`config.mk`:
```
export PLATFORM = sky130hd
export DESIGN_NAME = alu_fib_sequencer
export DESIGN_NICKNAME = d
export VERILOG_FILES = /design/src/rtl/alu_pkg.sv /design/src/rtl/alu_fib_sequencer.sv
export SDC_FILE = /design/constraint.sdc
export NUM_CORES = 1
export LEC_CHECK = 0
export BUFFER_PORTS_ARGS = -buffer_cell sky130_fd_sc_hd__buf_2
export CORE_MARGIN = 2
export CORE_UTILIZATION = 31
export CTS_BUF_LIST = sky130_fd_sc_hd__clkbuf_4 sky130_fd_sc_hd__clkbuf_8 sky130_fd_sc_hd__clkbuf_16
export CTS_CLUSTER_SIZE = 24
export DETAILED_ROUTE_END_ITERATION = 7
export SKIP_LAST_GASP = 1
export SYNTH_ARGS = -nofsm -noshare
export SYNTH_HDL_FRONTEND = slang
export SYNTH_SLANG_ARGS = --single-unit
```
`constraint.sdc`:
```
create_clock -name clk -period 4.65 [get_ports clk]
set_input_delay 0.465 -clock clk [delete_from_list [all_inputs] [get_ports clk]]
set_output_delay 0.465 -clock clk [all_outputs]
set_load 0.02 [all_outputs]
```
`src/rtl/alu_pkg.sv`:
```
// alu_pkg: opcode encodings and flag bit positions shared by the ALU and its sequencers.
package alu_pkg;

   localparam int ALU_DATA_W = 16;
   localparam int ALU_FLAGS_W = 5;

   localparam logic [7:0] ALU_OP_ADD = 8'b00000101;

   localparam int ALU_FLAG_ZERO = 0;
   localparam int ALU_FLAG_CARRY = 3;

endpackage

```
`src/rtl/alu_fib_sequencer.sv`:
```
// alu_fib_sequencer: streams Fibonacci terms computed on an external ALU, stopping on count or carry-out.
// Latency: two seed terms one per handshake, then issue/capture/emit per term; count=0 gives done two cycles after start.
// Backpressure: out_valid holds with stable out_data until out_ready; the sequence stalls while the consumer is not ready.
module alu_fib_sequencer
   import alu_pkg::*;
#(
   parameter logic [7:0] ADD_OPCODE = ALU_OP_ADD,
   parameter int CARRY_BIT = ALU_FLAG_CARRY
) (
   input  logic                   clk,
   input  logic                   rst_n,
   input  logic                   start,
   input  logic [5:0]             count,
   output logic                   busy,
   output logic [ALU_DATA_W-1:0]  alu_a,
   output logic [ALU_DATA_W-1:0]  alu_b,
   output logic [7:0]             alu_opcode,
   output logic                   alu_cin,
   input  logic [ALU_DATA_W-1:0]  alu_c,
   input  logic [ALU_FLAGS_W-1:0] alu_flags,
   output logic                   out_valid,
   input  logic                   out_ready,
   output logic [ALU_DATA_W-1:0]  out_data,
   output logic                   done,
   output logic                   overflow
);

   localparam logic [2:0] S_IDLE    = 3'd0;
   localparam logic [2:0] S_SEED    = 3'd1;
   localparam logic [2:0] S_ISSUE   = 3'd2;
   localparam logic [2:0] S_CAPTURE = 3'd3;
   localparam logic [2:0] S_EMIT    = 3'd4;
   localparam logic [2:0] S_FINISH  = 3'd5;

   logic [2:0]            state;
   logic [5:0]            count_q;
   logic [5:0]            emitted;
   logic [ALU_DATA_W-1:0] prev;
   logic [ALU_DATA_W-1:0] cur;
   logic                  overflow_q;
   logic                  alu_active;
   logic                  hs;
   logic                  unused_flags;

   // Only the carry flag steers the run; the other flags are ALU-internal detail.
   assign unused_flags = ^alu_flags;

   assign alu_active = (state == S_ISSUE) || (state == S_CAPTURE);
   assign alu_a      = alu_active ? prev : '0;
   assign alu_b      = alu_active ? cur  : '0;
   assign alu_opcode = ADD_OPCODE;
   assign alu_cin    = 1'b0;

   assign busy     = (state != S_IDLE);
   assign done     = (state == S_FINISH);
   assign overflow = overflow_q;
   assign hs       = out_valid && out_ready;

   // F0 and F1 come straight from the seed state; later terms come from cur.
   always_comb begin
      out_valid = 1'b0;
      out_data  = '0;
      if (state == S_SEED && emitted != count_q && emitted < 6'd2) begin
         out_valid = 1'b1;
         out_data  = (emitted == 6'd0) ? 16'd0 : 16'd1;
      end else if (state == S_EMIT) begin
         out_valid = 1'b1;
         out_data  = cur;
      end
   end

   always_ff @(posedge clk or negedge rst_n) begin
      if (!rst_n) begin
         state      <= S_IDLE;
         count_q    <= '0;
         emitted    <= '0;
         prev       <= '0;
         cur        <= '0;
         overflow_q <= 1'b0;
      end else begin
         case (state)
            S_IDLE: begin
               if (start) begin
                  count_q    <= count;
                  overflow_q <= 1'b0;
                  prev       <= '0;
                  cur        <= 16'd1;
                  emitted    <= '0;
                  state      <= S_SEED;
               end
            end
            S_SEED: begin
               if (emitted == count_q) begin
                  state <= S_FINISH;
               end else if (hs) begin
                  emitted <= emitted + 6'd1;
                  if (emitted == 6'd1 && count_q > 6'd2)
                     state <= S_ISSUE;
               end
            end
            S_ISSUE: state <= S_CAPTURE;
            S_CAPTURE: begin
               // A carry means the next term no longer fits; stop without emitting it.
               if (alu_flags[CARRY_BIT]) begin
                  overflow_q <= 1'b1;
                  state      <= S_FINISH;
               end else begin
                  prev  <= cur;
                  cur   <= alu_c;
                  state <= S_EMIT;
               end
            end
            S_EMIT: begin
               if (hs) begin
                  emitted <= emitted + 6'd1;
                  state   <= (emitted + 6'd1 == count_q) ? S_FINISH : S_ISSUE;
               end
            end
            S_FINISH: state <= S_IDLE;
            default:  state <= S_IDLE;
         endcase
      end
   end

endmodule
```
# == After elaboration in Yosys (flattened, before gate mapping) ==
# Index checks and enable logic that the tools add are counted.
# totals
in_bits,31
wordCells,68
reg_bits,48
out_inout_bits,61
# op_classes
n_addsub,1
reduce_logical,15
n_mux,28
eq_ne,16
magnitude_cmp,2
# op_table
op,n
$mux W16,8
$pmux W16 S2,2
$mux W3,6
$mux W6,3
$pmux W6 S3,1
$pmux W3 S5,1
$eq A6 B6 Y1,2
$ne A2 B2 Y1 const B,5
$reduce_and A3 Y1,3
$add A6 B1 Y6 const B,1
$eq A3 B2 Y1 const B,2
$eq A3 B3 Y1 const B,2
$eq A6 B1 Y1 const B,1
$gt A6 B2 Y1 const B,1
$logic_not A6 Y1,1
$lt A6 B2 Y1 const B,1
$mux W1,6
$ne A6 B6 Y1,1
$reduce_bool A3 Y1,2
$logic_and A1 B1 Y1,4
$reduce_and A4 Y1,1
$eq A3 B1 Y1 const B,1
$logic_not A3 Y1,1
$ne A3 B1 Y1 const B,1
5 further kinds,5

# == Longest topological paths before layout ==
# Gate-level depths: netlist (run 1).
# depth
ltp_word,8
ltp_mapped,7

# == Worst setup path after synthesis (run 1) ==
# OpenSTA, ideal clock, no wires.
# synth_path
path_type,reg2out
startpoint,reg emitted[4]
endpoint,out out_data[0]
t_required_ps,4185
setup_slack_ps,2522
t_arrival_ps,1663
stages_incl_launch_ff,6
path_buffers,0
cell_sequence,dfrtp_1 > xor2_1 > or4_4 > or2_1 > nand4_1 > o21ai_1
# synth_between
elab_chain_cells,4
# synth_rtl
element,line,rtl
start: declaration,alu_fib_sequencer.sv:37,logic [5:0] emitted;
start signal: assignment,alu_fib_sequencer.sv:96,emitted <= emitted + 6'd1;
start signal: assignment,alu_fib_sequencer.sv:115,emitted <= emitted + 6'd1;
"parallel branches: the longest is 3 deep, another holds $lt A6 B2 Y1",-,
$mux W16 *,alu_fib_sequencer.sv:63,if (state == S_SEED && emitted != count_q && emitted < 6'd2) begin
end: declaration,alu_fib_sequencer.sv:23,"output logic [ALU_DATA_W-1:0] out_data,"
# Mark *: on every way between the ends.

# == Final worst setup path (run 1) ==
# layout_path
startpoint,reg state[2]
endpoint,reg prev[7]
# layout_between
elab_chain_cells,3
# layout_rtl
element,line,rtl
start: declaration,alu_fib_sequencer.sv:35,logic [2:0] state;
start signal: assignment,alu_fib_sequencer.sv:116,state <= (emitted + 6'd1 == count_q) ? S_FINISH : S_ISSUE;
$eq A3 B2 Y1 or $logic_not A3 Y1 (tied branches),alu_fib_sequencer.sv:81,case (state)
$ne A2 B2 Y1 (no source line) or $reduce_bool A2 Y1 (tied branches),-,
$reduce_and A3 Y1 (no source line),-,
end signal: assignment,alu_fib_sequencer.sv:108,prev <= cur;
end: declaration,alu_fib_sequencer.sv:38,logic [ALU_DATA_W-1:0] prev;
# Parallel ways exist; a longest one is shown, timed or not.
# A chain may end at the register's enable or synchronous reset.

==> results of run 1 <==
layer usage:
layer	vias to the layer above	track usage [%]	part of all wire, %
li1	1246	-	-
met5	-	0	0
met4	0	3.69	1.4
met1	1099	20.1	50
met3	7	2.84	4.7
met2	59	21.5	44
Yosys cell counts, types with 3 or more instances:
master / instances
nor2b_1: 4
ha_1: 3
nand2b_1: 3
buf_4: 9
inv_1: 9
dfrtp_1: 48
nand3_1: 5
o21ai_0: 36
buf_2: 5
clkbuf_1: 15
and2_1: 49
nand2_1: 92
o22ai_1: 3
xor2_1: 4
nor2_1: 15
a21oi_1: 4
xnor2_1: 6
nor3b_1: 3
per-stage QoR:
stage	instance area, sq um	power, mW	setup WS (ps)
final	3370	1.77	1880
after global routing	3370	1.93	1520
after CTS	3370	1.79	1840
after floorplan	2830	1.22	2520
after global placement	3230	1.41	1910
after detailed placement	3230	1.43	1840
path summary, 6_finish.rpt:
check	slack (ps)	endpoint	start
min in group clk	360	count_q[4]	count[4]
worst max-delay path	1880	prev[7]	state[2]
worst max register to register	1880	prev[7]	state[2]
max in group asynchronous	3610	prev[9]	rst_n
worst min register to register	480	prev[14]	prev[14]
worst min-delay path	360	emitted[1]	rst_n
sequential cells by signal (all words and copies together) (netlist names):
register  flops
overflow      1
cur          16
emitted       6
count_q       6
prev         16
state         3
final cells by class:
type | instances | area (sq um) | area share [%]
multi-input cells | 269 | 1450 | 43.2
flip-flops and latches | 48 | 1200 | 35.7
repair buffers | 80 | 405 | 12.0
well taps | 108 | 135 | 4.01
clock buffers | 5 | 68.8 | 2.04
clock inverters | 3 | 68.8 | 2.04
inverters | 9 | 33.8 | 1.00
power groups by stage:
stage               clock (mW)  sequential (mW)  combinational (mW)
global route             0.390            0.709               0.830
floorplan                    0            0.619               0.600
detailed placement           0            0.693               0.733
finish                   0.362            0.683               0.728
CTS                      0.371            0.684               0.735
global placement             0            0.688               0.719
cells by family after synthesis:
logic type / share of synthesized area, %
other: 0.268
AO/OA/AOI/OAI: 13.3
flip-flops: 42.9
buffers and inverters: 6.52
adder cells (fa/ha/maj): 1.34
multiplexers: 0.357
AND/OR/NAND/NOR: 32.2
XOR/XNOR: 3.12
cell usage in the layout (no fill, tap or decap), drive strengths merged, types with 3 or more instances in the layout:
cell	Yosys	final
nand2b	3	3
a21oi	4	4
ha	3	3
conb	2	9
nor2	15	15
o21ai	38	38
and2	49	49
nand2	92	92
dfrtp	48	48
nor3b	3	3
xor2	4	4
nand3	5	5
xnor2	6	6
buf	14	80
o22ai	3	3
nor2b	4	4
clkbuf	15	5
inv	9	10
==> flow_metrics.env, run 1 <==
export IMPL_status="completed"
export IMPL_fin_util_pct=38.4
export IMPL_synthTopCellsByArea="dfrtp_1, nand2_1, and2_1"
export IMPL_synth_edf_count=0
export IMPL_grt_pass1_wl_mm=11.1
export IMPL_whs_ps=359
export IMPL_synth_seq_cells=48
export IMPL_p_per_area_nw_per_um2=527
export IMPL_grtUsageTotal_pct=14.0
export IMPL_syn_area_sq_um=2800
export IMPL_switching_share_pct=42.0
export IMPL_drv_slew=0
export IMPL_wl_per_cell_microns=13.0
export IMPL_syn_to_final_growth_pct=20.1
export IMPL_start_kind="flop"
export IMPL_fin_crit_sh_pct=59.6
export IMPL_dr_pass1_iters=5
export IMPL_clk_latency_ps=300
export IMPL_cap_viol_max_count=0
export IMPL_rr_worst_depth=6
export IMPL_intPower_mw=1.03
export IMPL_instances_no_fill=522
export IMPL_finalSetupViolCount=0
export IMPL_clockBufferDepth=2
export IMPL_cp_top_family="simple AND/OR/NAND/NOR gates"
export IMPL_fmax_ghz=0.361
export IMPL_cp_end_kind="flop"
export IMPL_p_comb_share_pct=41.1
export IMPL_hp_class="input pin to asynchronous set/reset pin"
export IMPL_die_w_microns=99.1
export IMPL_clk_pin_slew_ps=90
export IMPL_switchingPower_mw=0.744
export IMPL_antenna_found_initial=0
export IMPL_synth_seq_area_share_pct=42.9
export IMPL_core_area_sq_um=8760
export IMPL_htreeDepth=2
export IMPL_yosysTopAreaCellShare_pct=42.9
export IMPL_cts_setup_buffers=0
export IMPL_die_area_sq_um=9820
export IMPL_setup_tns_final_ps=0
export IMPL_start_util_pct=32.0
export IMPL_routabilityCongestion=0.831
export IMPL_critical_path_class="flop to flop"
export IMPL_num_fill_cells=922
export IMPL_report_final_hold_viol_count=0
export IMPL_grt_pass1_vias=2281
export IMPL_critPathBufInv=1
export IMPL_holdBufCountCts=0
export IMPL_yosys_warnings=0
export IMPL_rsz0062_at_grt="false"
export IMPL_grt_start_max_net_pins=49
export IMPL_viasPerCell=4.62
export IMPL_seq_power_share_pct=38.5
export IMPL_cts_tree="built"
export IMPL_async_flop_share_pct=100
export IMPL_drive_gt1_share_pct=23.2
export IMPL_synth_top_area_cell="dfrtp_1"
export IMPL_cp_num_cells=6
export IMPL_num_nets_final=447
export IMPL_required_ps=4820
export IMPL_drc=0
export IMPL_worst_pin_slew_ps=1100
export IMPL_dr_first_iter_drc_count=184
export IMPL_critPathSlowestCell="nor2b_2"
export IMPL_relSlewSlack_pct=26.9
export IMPL_critPathMaxFanout=33
export IMPL_port_buffers=78
export IMPL_insertedDiodeCount=0
export IMPL_worstPathArrival_ps=2940
export IMPL_synth_cell_types=45
export IMPL_io_pins=92
export IMPL_clockPowerShare_pct=20.4
export IMPL_place_hpwl_mm=5.02
export IMPL_clockRootBuffer="clkbuf_8"
export IMPL_post_cts_resized=0
export IMPL_vias=2411
export IMPL_fin_skew_ps=4.85
export IMPL_path_cells="and3b_1 > nor2b_2 > nor2_1 > buf_4 > nand2_1 > o21ai_0"
export IMPL_wl_mm=6.81
export IMPL_ant_nets=0
export IMPL_die_y_microns=99.1
export IMPL_synthCells=348
export IMPL_grt_overflow=0
export IMPL_leakagePower_nw=1.67
export IMPL_vdd_drop_max_uv=230
export IMPL_dp_cells=514
export IMPL_synth_top_flop_cell="dfrtp_1"
export IMPL_worst_path_largest_cell_delay_ps=930
export IMPL_fin_crit_ps=2770
export IMPL_avgSynthCellArea_sq_um=8.05
export IMPL_cts_buffers=5
export IMPL_cts_sinks=48
export IMPL_placementRows=34
(Power assumes the default switching activity.)
==> run 2, diff against run 1 <==
clock period = 2.5 ns   (was 4.65 ns; I/O delays follow)
==> run 2 against run 1 <==
Sequential share of layout area is 0.54 points lower. Sequential cell count unchanged. Final area increased by 1.7%. Final cell count rose by 1.9%. Combinational power is 95% higher. First-iteration DRC count shrank 22%. Register-to-register slack lost 1500 ps. Clock-buffer cell count stayed put. Clock power up 57%. Via count increased by 2.3%. Clock skew is 1.1 ps higher. Routed wire length grew 1.1%.
==> flow_metrics.env, run 2 (synthesis results as in run 1) <==
export IMPL_status="completed"
export IMPL_required_ps=2250
export IMPL_wl_mm=6.88
export IMPL_reg_top3="cur: 16 flops, prev: 16 flops"
export IMPL_rr_worst_depth=5
export IMPL_cts_tree="built"
export IMPL_dr_pass1_iters=4
export IMPL_worst_pin_slew_ps=675
export IMPL_hp_class="input pin to flop"
export IMPL_relSlewSlack_pct=54.9
export IMPL_vdd_drop_max_uv=312
export IMPL_dp_cells=522
export IMPL_route_met3_wl_microns=365
export IMPL_clockRootBuffer="clkbuf_8"
export IMPL_die_w_microns=99.1
export IMPL_hold_end="count_q[4]"
export IMPL_clockBufferDepth=2
export IMPL_dr_first_iter_drc_count=144
export IMPL_die_y_microns=99.1
export IMPL_worstPathArrival_ps=2150
export IMPL_instances_no_fill=532
export IMPL_num_nets_final=457
export IMPL_finalSetupViolCount=0
export IMPL_io_pins=92
export IMPL_r2r_start="emitted[2]"
export IMPL_leakagePower_nw=1.71
export IMPL_rsz0062_at_grt="false"
export IMPL_antenna_found_initial=0
export IMPL_clk_latency_ps=300
export IMPL_grt_start_max_net_pins=34
export IMPL_die_area_sq_um=9820
export IMPL_min_delay_start="count[4]"
export IMPL_insertedDiodeCount=0
export IMPL_port_buffers=78
export IMPL_multiInputGateArea_sq_um=1450
export IMPL_cap_viol_max_count=0
export IMPL_min_path_cells=3
export IMPL_critical_path_class="flop to primary output"
export IMPL_ff_latch_area_sq_um=1200
export IMPL_fin_skew_ps=5.95
export IMPL_num_fill_cells=920
export IMPL_placementRows=34
export IMPL_r2r_slack_ps=390
export IMPL_layout_commonest_cell="nand2_1"
export IMPL_fin_crit_sh_pct=96.0
export IMPL_core_area_sq_um=8760
export IMPL_fmax_ghz=0.417
export IMPL_drv_slew=0
export IMPL_fin_crit_ps=2400
export IMPL_cts_buffers=5
export IMPL_critPathMaxFanout=6
export IMPL_highest_layer="met4"
export IMPL_cp_end_kind="primary output"
export IMPL_mostFrequentLayoutCells="nand2_1, buf_2, and2_1, dfrtp_1, o21ai_0"
export IMPL_drc=0
export IMPL_p_per_area_nw_per_um2=949
export IMPL_grt_overflow=0
export IMPL_report_final_hold_viol_count=0
export IMPL_start_kind="flop"
export IMPL_start_util_pct=32.0
export IMPL_syn_to_final_growth_pct=22.2
export IMPL_place_hpwl_mm=5.34
export IMPL_cts_sinks=48
export IMPL_wl_met2_mm=3.11
export IMPL_wl_per_cell_microns=12.9
export IMPL_wl_met1_mm=3.33
export IMPL_vias=2467
export IMPL_setup_tns_final_ps=0
export IMPL_ant_nets=0
export IMPL_routabilityCongestion=0.882
export IMPL_grtUsageTotal_pct=14.1
export IMPL_clk_pin_slew_ps=90
export IMPL_timing_rr_end="emitted[4]"
export IMPL_htreeDepth=2
export IMPL_grt_pass1_vias=2275
export IMPL_grt_pass1_wl_mm=11.3
export IMPL_viasPerCell=4.64
export IMPL_drive_gt1_share_pct=25.2
-- run 2: cell count changes in the layout (fill, tap and decap cells not counted), sizes merged --
cell / change
buf: +9
clkinv: +2
bufinv: -1
dlygate4sd3: +1
inv: -1
-- run 2: metal layers --
metal | vias up | track usage (%)
met2 | 69 | 22.5
met5 | - | 0
met1 | 1123 | 19.9
met4 | 0 | 3.48
li1 | 1267 | -
met3 | 8 | 2.77
-- run 2: power breakdown --
| group | switching [mW] | total (mW) | internal [mW] |
|---|---|---|---|
| clock network | 0.267 | 0.569 | 0.301 |
| registers | 0.268 | 1.26 | 0.995 |
| logic | 0.852 | 1.42 | 0.565 |
| total | 1.39 | 3.25 | 1.86 |
-- run 2: through the flow --
step / instance area [sq um] / setup slack, ps / hold WS [ps] / power, mW / utilization (%)
global route: 3420 / 5.39 / 130 / 3.53 / 39.1
detailed placement: 3290 / 376 / 192 / 2.70 / 37.5
floorplan: 2830 / 587 / -45.6 / 2.27 / -
finish: 3420 / 101 / 138 / 3.25 / 39.1
CTS: 3410 / 36.1 / 126 / 3.28 / 39.0
global placement: 3290 / 399 / 198 / 2.66 / 37.5
-- run 2: worst max-delay path by stage --
stage	slack (ps)	cells past startpoint	endpoint	startpoint
after detailed placement	380	6	out_data[0]	emitted[0]
final	100	6	out_data[0]	emitted[4]
after floorplan	590	5	out_data[0]	emitted[4]
after global placement	400	6	out_data[0]	emitted[0]
after global routing	5	6	out_data[0]	emitted[4]
after CTS	40	6	out_data[0]	emitted[0]
-- run 2: cell type report --
cell class	count	share of cell area, %
clock buffer	5	2.01
clock inverter	3	1.39
inverter	9	0.986
multi-input combinational	269	42.4
sequential	48	35.1
tap	108	3.95
timing repair buffer	90	14.1
-- run 2: timing repair --
action                                  in CTS  in global routing
gates resized for setup                      0                  2
endpoints found under the hold margin       15                  0
hold buffers                                 1                  0
endpoints found under the setup margin       0                  2
setup buffers                                0                  1
-- run 2: worst max-delay path, cell delays in order (launching register included) --
cell and delay (ps):
dfrtp_2 470, xor2_1 170, or4_4 560, or2_1 300, nand4_1 140, o21ai_1 70
buf_2 150
==> run 3, diff against run 2 <==
BUFFER_PORTS_ARGS = default   (was -buffer_cell sky130_fd_sc_hd__buf_2)
DONT_BUFFER_PORTS = 1   (was default)
clock period = 2.6 ns   (was 2.5 ns; I/O delays follow)
==> run 3 against run 2 <==
Core utilization shrank 4.8 points. Largest cell class unchanged. Highest routed layer unchanged. Non-clock buffer count shrank 84. Global-route usage shrank 0.30 points. Sequential power is essentially flat. Sequential share of layout area grew 4.8 points.
==> flow_metrics.env, run 3 (synthesis results as in run 1) <==
export IMPL_layout_commonest_cell="nand2_1"
export IMPL_report_final_hold_viol_count=0
export IMPL_clockBufferDepth=2
export IMPL_min_delay_start="count[4]"
export IMPL_relSlewSlack_pct=34.7
export IMPL_htreeDepth=2
export IMPL_viasPerCell=4.83
export IMPL_placed_area_sq_um=2860
export IMPL_finalInstanceArea_sq_um=3010
export IMPL_insertedDiodeCount=0
export IMPL_setup_tns_final_ps=0
export IMPL_highest_layer="met4"
export IMPL_leakagePower_nw=1.30
export IMPL_reg_top3="cur: 16 flops, prev: 16 flops"
export IMPL_multiInputGateArea_sq_um=1460
export IMPL_grt_start_max_net_pins=49
export IMPL_wl_per_cell_microns=14.8
export IMPL_drc=0
export IMPL_grtUsageTotal_pct=13.9
export IMPL_vdd_drop_max_uv=283
export IMPL_routabilityCongestion=0.870
export IMPL_drive_gt1_share_pct=6.47
export IMPL_grt_pass1_wl_mm=10.8
export IMPL_cp_end_kind="primary output"
export IMPL_cts_buffers=5
export IMPL_cts_sinks=48
export IMPL_ant_nets=0
export IMPL_finalSetupViolCount=0
export IMPL_hp_class="input pin to flop"
export IMPL_critPathMaxFanout=7
export IMPL_worstPathArrival_ps=2150
export IMPL_place_hpwl_mm=4.94
export IMPL_fin_crit_sh_pct=92.5
export IMPL_num_fill_cells=926
export IMPL_clk_latency_ps=300
export IMPL_dp_cells=438
export IMPL_fin_crit_ps=2410
export IMPL_drv_slew=0
export IMPL_required_ps=2340
export IMPL_port_buffers=0
export IMPL_ff_latch_area_sq_um=1200
export IMPL_placementRows=34
export IMPL_dr_first_iter_drc_count=115
export IMPL_instances_no_fill=448
export IMPL_start_util_pct=32.0
export IMPL_fin_util_pct=34.3
export IMPL_r2r_slack_ps=340
export IMPL_clockRootBuffer="clkbuf_8"
export IMPL_p_per_area_nw_per_um2=993
export IMPL_clk_pin_slew_ps=90
export IMPL_antenna_found_initial=0
export IMPL_num_nets_final=373
export IMPL_wl_met1_mm=3.20
export IMPL_rsz0062_at_grt="false"
export IMPL_min_path_cells=2
export IMPL_critical_path_class="flop to primary output"
export IMPL_mostFrequentLayoutCells="nand2_1, and2_1, dfrtp_1, o21ai_0, nor2_1"
export IMPL_cts_tree="built"
export IMPL_wl_met2_mm=2.89
export IMPL_vias=2162
export IMPL_die_area_sq_um=9820
export IMPL_io_pins=92
export IMPL_status="completed"
export IMPL_syn_to_final_growth_pct=7.32
export IMPL_die_y_microns=99.1
export IMPL_worst_pin_slew_ps=978
export IMPL_rr_worst_depth=4
export IMPL_fmax_ghz=0.416
export IMPL_fin_skew_ps=5.76
export IMPL_core_area_sq_um=8760
export IMPL_timing_rr_end="prev[11]"
export IMPL_wl_mm=6.65
export IMPL_grt_overflow=0
export IMPL_dr_pass1_iters=4
export IMPL_die_w_microns=99.1
export IMPL_hold_end="count_q[4]"
export IMPL_start_kind="flop"
export IMPL_cap_viol_max_count=0
export IMPL_r2r_start="state[1]"
export IMPL_route_met3_wl_microns=503
export IMPL_grt_pass1_vias=2010
## run 3: worst max-delay path by stage
stage          startpoint     endpoint  slack (ps)  cells past startpoint
3_5_place_dp     state[1]     prev[13]         340                      4
3_3_place_gp     state[1]      prev[0]         370                      4
5_1_grt          state[2]     prev[13]          40                      4
6_report       emitted[0]  out_data[0]         190                      5
2_1_floorplan  emitted[4]  out_data[0]         680                      5
4_1_cts        emitted[0]  out_data[0]         160                      5
## run 3: metal layers
metal  up-vias  track usage, %
li1       1099               -
met4         0            4.00
met1      1006            19.5
met5         -               0
met2        55            20.3
met3         2            4.68
## run 3: power breakdown
part / switching [mW] / leakage, nW / internal (mW)
sequential: 0.276 / 0.641 / 0.955
combinational: 0.768 / 0.602 / 0.434
clock: 0.264 / 0.0548 / 0.290
total: 1.31 / 1.30 / 1.68
## run 3: through the flow
stage	worst slack, ps	hold slack (ps)	power, mW
2_1_floorplan	677	-35.6	2.18
3_3_place_gp	372	-34.4	2.41
3_5_place_dp	338	-34.4	2.44
4_1_cts	165	51.5	3.03
5_1_grt	39.9	43.1	3.25
6_report	195	65.1	2.99
## run 3: layout make-up
type	count	area share (%)
Clock buffer	5	2.29
Inverter	9	1.12
Multi-Input combinational cell	269	48.4
Timing Repair Buffer	6	2.25
Clock inverter	3	1.54
Sequential cell	48	39.9
Tap cell	108	4.49
## run 3: timing repair
action                                  4_1_cts  5_1_grt
setup buffers                                 0        0
gates resized for setup                       0        0
hold buffers                                  2        0
endpoints found under the setup margin        0        0
endpoints found under the hold margin        48        0
## run 3: worst max-delay path: stages, from the launching register on
cell and delay, ps:
dfrtp_1 490, xor2_1 220, or4_4 550, or2_1 300, nand4_1 130, o21ai_1 170
